**src/rtl/dac_spi_pkg.sv**
```systemverilog
// Shared constants, FSM state type and read-back selection for the DAC SPI responder.
package dac_spi_pkg;

    localparam int DEF_FRAME_BITS = 24;

    localparam logic [7:0] ADDR_NOP  = 8'h00;
    localparam logic [7:0] ADDR_DAC  = 8'h01;
    localparam logic [7:0] ADDR_CTRL = 8'h02;

    localparam logic [1:0] RB_DAC  = 2'b01;
    localparam logic [1:0] RB_CTRL = 2'b10;

    typedef enum logic [1:0] {IDLE, SHIFT, COMMIT} state_t;

    function automatic logic [15:0] rb_select(input logic [1:0]  sel,
                                              input logic [15:0] dac,
                                              input logic [15:0] ctrl);
        case (sel)
            RB_DAC:  return dac;
            RB_CTRL: return ctrl;
            default: return 16'h0000;
        endcase
    endfunction

endpackage

```
**src/rtl/spi_in_sync.sv**
```systemverilog
// Multi-flop synchroniser for one asynchronous SPI pin, with edge pulses on the synchronised copy.
module spi_in_sync #(
    parameter int   STAGES  = 2,
    parameter logic RST_VAL = 1'b0
) (
    input  logic clk,
    input  logic rst_n,
    input  logic async_in,
    output logic sync_out,
    output logic rise,
    output logic fall
);

    logic [STAGES-1:0] sync_q;
    logic              prev_q;

    // NOTE: non-blocking assignments so each stage takes the previous stage's old value.
    always_ff @(posedge clk or negedge rst_n) begin
        if (!rst_n) begin
            sync_q <= {STAGES{RST_VAL}};
            prev_q <= RST_VAL;
        end else begin
            sync_q <= {sync_q[STAGES-2:0], async_in};
            prev_q <= sync_q[STAGES-1];
        end
    end

    assign sync_out = sync_q[STAGES-1];
    assign rise     = sync_out & ~prev_q;
    assign fall     = ~sync_out & prev_q;

endmodule

```
**src/rtl/dac_spi_slave.sv**
```systemverilog
// DAC SPI responder: oversamples the serial pins, decodes 24-bit frames on latch rise,
// holds the DAC/control registers and shifts read-back data out on sdo.
module dac_spi_slave
    import dac_spi_pkg::*;
#(
    parameter int          FRAME_BITS  = DEF_FRAME_BITS,
    parameter logic [15:0] CLEAR_CODE  = 16'h8000,
    parameter int          SYNC_STAGES = 2
) (
    input  logic        clk,
    input  logic        rst_n,
    input  logic        sclk,
    input  logic        latch,
    input  logic        din,
    input  logic        clr,
    output logic        sdo,
    output logic [15:0] dac_code,
    output logic [15:0] ctrl_reg,
    output logic        dac_update,
    output logic        frame_err
);

    state_t      state, state_nxt;
    logic [23:0] rx_sr;
    logic [23:0] tx_sr;
    logic [4:0]  bit_cnt;

    logic sclk_rise, sclk_fall, latch_rise, latch_fall, din_s;
    logic sclk_lvl, latch_lvl, din_rise, din_fall;
    logic unused_sync;

    spi_in_sync #(.STAGES(SYNC_STAGES), .RST_VAL(1'b0)) u_sclk_sync (
        .clk(clk), .rst_n(rst_n), .async_in(sclk),
        .sync_out(sclk_lvl), .rise(sclk_rise), .fall(sclk_fall)
    );

    // Latch idles high, so its synchroniser resets high to avoid a phantom edge.
    spi_in_sync #(.STAGES(SYNC_STAGES), .RST_VAL(1'b1)) u_latch_sync (
        .clk(clk), .rst_n(rst_n), .async_in(latch),
        .sync_out(latch_lvl), .rise(latch_rise), .fall(latch_fall)
    );

    spi_in_sync #(.STAGES(SYNC_STAGES), .RST_VAL(1'b0)) u_din_sync (
        .clk(clk), .rst_n(rst_n), .async_in(din),
        .sync_out(din_s), .rise(din_rise), .fall(din_fall)
    );

    assign unused_sync = ^{sclk_lvl, latch_lvl, din_rise, din_fall};

    // Decode happens on the SHIFT->COMMIT transition so registers land one clk after
    // the synchronised latch rise; COMMIT itself is the one-clk dwell afterwards.
    logic        commit, frame_ok, wr_dac, wr_ctrl, bad_frame;
    logic [7:0]  addr;
    logic [15:0] data;

    assign commit   = (state == SHIFT) && latch_rise;
    assign frame_ok = (bit_cnt == 5'(FRAME_BITS));
    assign addr     = rx_sr[23:16];
    assign data     = rx_sr[15:0];

    // NOTE: every always_comb output gets a default first so no path infers a latch.
    always_comb begin
        state_nxt = state;
        case (state)
            IDLE:    if (latch_fall) state_nxt = SHIFT;
            SHIFT:   if (latch_rise) state_nxt = COMMIT;
            COMMIT:  state_nxt = IDLE;
            default: state_nxt = IDLE;
        endcase
    end

    always_comb begin
        wr_dac    = 1'b0;
        wr_ctrl   = 1'b0;
        bad_frame = 1'b0;
        if (commit) begin
            if (!frame_ok) begin
                bad_frame = 1'b1;
            end else begin
                case (addr)
                    ADDR_NOP:  ;
                    ADDR_DAC:  wr_dac    = 1'b1;
                    ADDR_CTRL: wr_ctrl   = 1'b1;
                    default:   bad_frame = 1'b1;
                endcase
            end
        end
    end

    always_ff @(posedge clk or negedge rst_n) begin
        if (!rst_n) begin
            state   <= IDLE;
            rx_sr   <= '0;
            tx_sr   <= '0;
            bit_cnt <= '0;
        end else begin
            state <= state_nxt;
            if (state == IDLE && latch_fall) begin
                bit_cnt <= '0;
                tx_sr   <= {8'h00, rb_select(ctrl_reg[1:0], dac_code, ctrl_reg)};
            end else if (state == SHIFT) begin
                if (sclk_rise) begin
                    rx_sr <= {rx_sr[22:0], din_s};
                    if (bit_cnt != 5'd31) bit_cnt <= bit_cnt + 5'd1;
                end
                if (sclk_fall) tx_sr <= {tx_sr[22:0], 1'b0};
            end
        end
    end

    // clr has priority over a same-clk write to the DAC register and suppresses its pulse.
    always_ff @(posedge clk or negedge rst_n) begin
        if (!rst_n) begin
            dac_code   <= CLEAR_CODE;
            ctrl_reg   <= '0;
            dac_update <= 1'b0;
            frame_err  <= 1'b0;
        end else begin
            if (clr)         dac_code <= CLEAR_CODE;
            else if (wr_dac) dac_code <= data;
            if (wr_ctrl) ctrl_reg <= data;
            dac_update <= wr_dac & ~clr;
            frame_err  <= bad_frame;
        end
    end

    assign sdo = (state != IDLE) & tx_sr[23];

endmodule

```
**config.mk**
```make
export PLATFORM = sky130hd
export DESIGN_NAME = dac_spi_slave
export DESIGN_NICKNAME = d
export VERILOG_FILES = /design/src/rtl/dac_spi_pkg.sv /design/src/rtl/spi_in_sync.sv /design/src/rtl/dac_spi_slave.sv
export SDC_FILE = /design/constraint.sdc
export NUM_CORES = 1
export LEC_CHECK = 0
export ABC_AREA = 1
export ABC_CLOCK_PERIOD_IN_PS = 2800
export BUFFER_PORTS_ARGS = -buffer_cell sky130_fd_sc_hd__buf_2
export CAP_MARGIN = 20
export CORE_MARGIN = 2
export CORE_UTILIZATION = 35
export DETAILED_ROUTE_END_ITERATION = 8
export PLACE_DENSITY = 0.53
export SETUP_SLACK_MARGIN = 0.4
export SYNTH_ARGS = -nofsm -noshare
export SYNTH_HDL_FRONTEND = slang
export SYNTH_SLANG_ARGS = --single-unit
```
**constraint.sdc**
```tcl
create_clock -name clk -period 2.8 [get_ports clk]
set_input_delay 0.14 -clock clk [delete_from_list [all_inputs] [get_ports clk]]
set_output_delay 0.14 -clock clk [all_outputs]
set_load 0.01 [all_outputs]
```
==> flow_summary_export.csv <==
group,metric,value,unit
clock_network,clk_path_buf_depth,2,
setup_path,start_kind,"flip-flop",
setup_path,worstPathRequired,3.02,ns
global_routing,wire_length_of_the_first_global_routing_pass,15790,um
yosys,syn_area_per_cell,9.423,um2
place,placement.cell_area,4506,um2
floorplan,die_area,12960,um2
drt,route.detailed.wl_per_inst,14.69,um
setup_path,critical_path_peak_fanout,23,
setup_path,crit_top_cell,"sky130_fd_sc_hd__nor2_4",
clock_network,cts.clk_slew.worst_paths,0.06,ns
drt,vias_per_cell,4.901,
power,power_leakage,2.364,nW
timing,setup_violations,0,
yosys,count_of_flip_flops_with_a_built_in_enable_after_synthesis,0,
final_layout,multiInputGateArea,1498,um2
drt,routed_wirelength,9360,um
power,sw_frac_of_total,25.25,%
timing,timing_worst_slew_pin_value,1.023,ns
final_layout,final.fill_count,1196,
global_routing,grt_start_max_net_pins,54,
drt,detailed_route_via_count,3122,
final_layout,insertedDiodeCount,0,
global_routing,grt.overflow.total,0,
timing,setup_total_negative_slack,0,ns
yosys,synth-seq-area-share,57.62,%
floorplan,placementRows,40,
final_layout,number_of_nets_in_the_layout,496,
power,p_switching,860.5,uW
drt,drcViolationCount,0,
setup_path,timing.critical_path.buf_inv,1,
place,routabilityCongestion,0.7926,
final_layout,final_area,4880,um2
floorplan,initial_utilization,35.44,%
power,p_clk_share,39.2,%
global_routing,grt_util_all_layers,15.60,%
timing,max_slew_headroom,31.72,%
place,place.detailed.hpwl,6085,um
timing,hold_violations,0,
timing,final_max_slew_viol_count,0,
drt,detail_route.first_pass.iterations,4,
timing,min_period,1.757,ns
global_routing,first_global_vias,3083,
place,io_buffers,40,
yosys,synthesis.instances,448,
clock_network,postCtsSetupBuffers,0,
setup_path,critical_path.top_delay_family,"simple AND/OR/NAND/NOR gates",
clock_network,clock_tree.htree_level_count,3,
setup_path,worst_ep_arrival_time,1.98,ns
clock_network,clockRootBuffer,"sky130_fd_sc_hd__clkbuf_16",
timing,grt_setup_unrepaired,"no",
clock_network,cts_buffer_count,9,
clock_network,clock_insertion_delay_worst_skew,0.34,ns
yosys,yosysWarningCount,0,
setup_path,critPathKind,"reg2reg",
timing,finClkSkew,0.008794,ns
setup_path,setup.worst_path.end_class,"flip-flop",
power,pwr_density_cell,698.5,nW/um2
worst_hold_path,min-delay-path-class,"in2async",
power,seq_power_share,49.5,%
floorplan,io-pin-count,41,
power,worst_ir_drop_vdd,0.0003209,V
clock_network,numClockSinks,97,
setup_path,cpPeakStageDelay,0.43,ns
final_layout,seqCellArea,2432,um2
timing,post-route-period-util,62.75,%
yosys,async_reset_ff_share,100.0,%
yosys,synth_cell_type_count,29,
yosys,netlist_area,4222,um2
setup_path,worstRegToRegCells,7,
global_routing,antenna_found_initial,0,
timing,achievable-frequency,569.1,MHz
setup_path,critPathSlowestCell,"sky130_fd_sc_hd__nand3_2",
power,p_int,2.548,mW
floorplan,dieWidth,113.8,um
clock_network,tritoncts,"done",
run,max-cap-violations,0,
setup_path,crit_path_cell_trace,"inv_1 > nor2_4 > nand3_2 > nor2_4 > nand3_1 > nand2_1 > nor2_1",
floorplan,die_h,113.8,um
yosys,synth-seq-cells,97,
final_layout,drive_gt1_share,19.39,%
yosys,synth_fp_nets,459,
yosys,ys.flop_type,"sky130_fd_sc_hd__dfrtp_1",
drt,drt_iter0_drc,157,
status,outcome,"finished clean",
final_layout,area_growth_syn_to_layout,15.59,%
setup_path,critical_path_cell_count,7,
final_layout,largest_registers,"rx_sr x24, tx_sr x24",
floorplan,floorplan.core_area,11910,um2
drt,antenna_violating_nets_post_route,0,
power,comb_power_share,11.3,%
==> placed cells by master (no fill, tap or decap), types with 7 or more instances in the layout <==
cell type                   instances
sky130_fd_sc_hd__o21ai_2           16
sky130_fd_sc_hd__dfrtp_1           93
sky130_fd_sc_hd__nor2_1            28
sky130_fd_sc_hd__buf_2             39
sky130_fd_sc_hd__o22ai_1            7
sky130_fd_sc_hd__nand3_1           38
sky130_fd_sc_hd__inv_1             37
sky130_fd_sc_hd__a22o_1            13
sky130_fd_sc_hd__o21ai_1           27
sky130_fd_sc_hd__clkbuf_16          9
sky130_fd_sc_hd__nand2_1          106
sky130_fd_sc_hd__o21ai_0           13
sky130_fd_sc_hd__a21oi_1           16
==> path summary, 6_finish.rpt <==
| kind | to | from | slack (ns) |
|---|---|---|---|
| worst max-delay path | bit_cnt[2] | state[0] | 1.04 |
| worst min-delay path | tx_sr[23] | rst_n | 0.35 |
| worst max register to register | bit_cnt[2] | state[0] | 1.04 |
| worst min register to register | u_din_sync.sync_q[1] | u_din_sync.sync_q[0] | 0.35 |
| max in group asynchronous | dac_code[15] | rst_n | 1.73 |
| min in group clk | u_din_sync.sync_q[1] | u_din_sync.sync_q[0] | 0.35 |
==> routing by layer <==
metal / track usage, % / part of all wire, % / vias to the layer above
li1: - / - / 1537
met1: 22.35 / 49 / 1531
met2: 23.55 / 46 / 44
met3: 2.285 / 3.7 / 10
met4: 7.073 / 1.9 / 0
met5: 0 / 0 / -
==> final cells by class <==
class | instances | share of cell area (%)
multi-input cells | 288 | 30.69
well taps | 147 | 3.769
flip-flops and latches | 97 | 49.85
clock buffers | 14 | 5.410
clock inverters | 2 | 1.231
repair buffers | 48 | 5.897
inverters | 41 | 3.154
==> through the flow <==
step | instances | power, mW | hold WS, ns | worst slack (ns) | util [%]
after global placement | 616 | 2.080 | 0.1842 | 1.056 | 37.83
after CTS | 637 | 3.447 | 0.3494 | 1.020 | 40.97
final | 637 | 3.408 | 0.3460 | 1.043 | 40.97
after global routing | 637 | 3.590 | 0.3590 | 0.8325 | 40.97
after detailed placement | 616 | 2.098 | 0.1903 | 1.075 | 37.83
after floorplan | 448 | 1.979 | -0.1556 | 1.368 | -
==> power groups by stage <==
| stage | clock, mW | sequential (mW) | combinational (mW) |
|---|---|---|---|
| after CTS | 1.37 | 1.69 | 0.392 |
| after global routing | 1.43 | 1.71 | 0.447 |
| final | 1.34 | 1.69 | 0.384 |
| after global placement | 0 | 1.71 | 0.374 |
| after floorplan | 0 | 1.68 | 0.294 |
| after detailed placement | 0 | 1.71 | 0.385 |
==> worst register-to-register path: cells and delay by family (launching register included) <==
family / cells / cell delay (ns)
buffers and inverters: 1 / 0.08
flip-flops: 1 / 0.39
AND/OR/NAND/NOR: 6 / 1.16
==> cell usage after synthesis, types with 4 or more instances <==
cell type                 number  area (um2)
sky130_fd_sc_hd__o22ai_1       7       43.79
sky130_fd_sc_hd__buf_6         4       45.04
sky130_fd_sc_hd__inv_1        37       138.9
sky130_fd_sc_hd__nor2_4        5       56.30
sky130_fd_sc_hd__o21ai_2      16       140.1
sky130_fd_sc_hd__a21oi_1      16       80.08
sky130_fd_sc_hd__nand3_1      38       190.2
sky130_fd_sc_hd__dfstp_2       4       105.1
sky130_fd_sc_hd__nor2_1       28       105.1
sky130_fd_sc_hd__ha_1          5       62.56
sky130_fd_sc_hd__o21ai_0      13       65.06
sky130_fd_sc_hd__inv_2         4       15.01
sky130_fd_sc_hd__buf_2        11       55.05
sky130_fd_sc_hd__o21ai_1      27       135.1
sky130_fd_sc_hd__a22o_1       13       113.9
sky130_fd_sc_hd__dfrtp_1      93        2327
sky130_fd_sc_hd__nand2_1     106       397.9
==> kinds of logic (layout without fill, tap and decap cells) <==
logic type	Yosys count	count (layout)	share of synthesized area [%]
buffers and inverters	63	105	6.906
and+or+nand+nor	189	189	19.98
DFF	97	97	57.62
AOI/OAI and AO/OA	94	94	14.02
adders and majority gates	5	5	1.482
==> repair_timing <==
| action | CTS | global route |
|---|---|---|
| resized for setup | 0 | 0 |
| setup endpoints to repair | 0 | 0 |
| hold buffers | 5 | 0 |
| hold endpoints to repair | 46 | 0 |
Note: power is estimated with default switching activity, not from simulation.
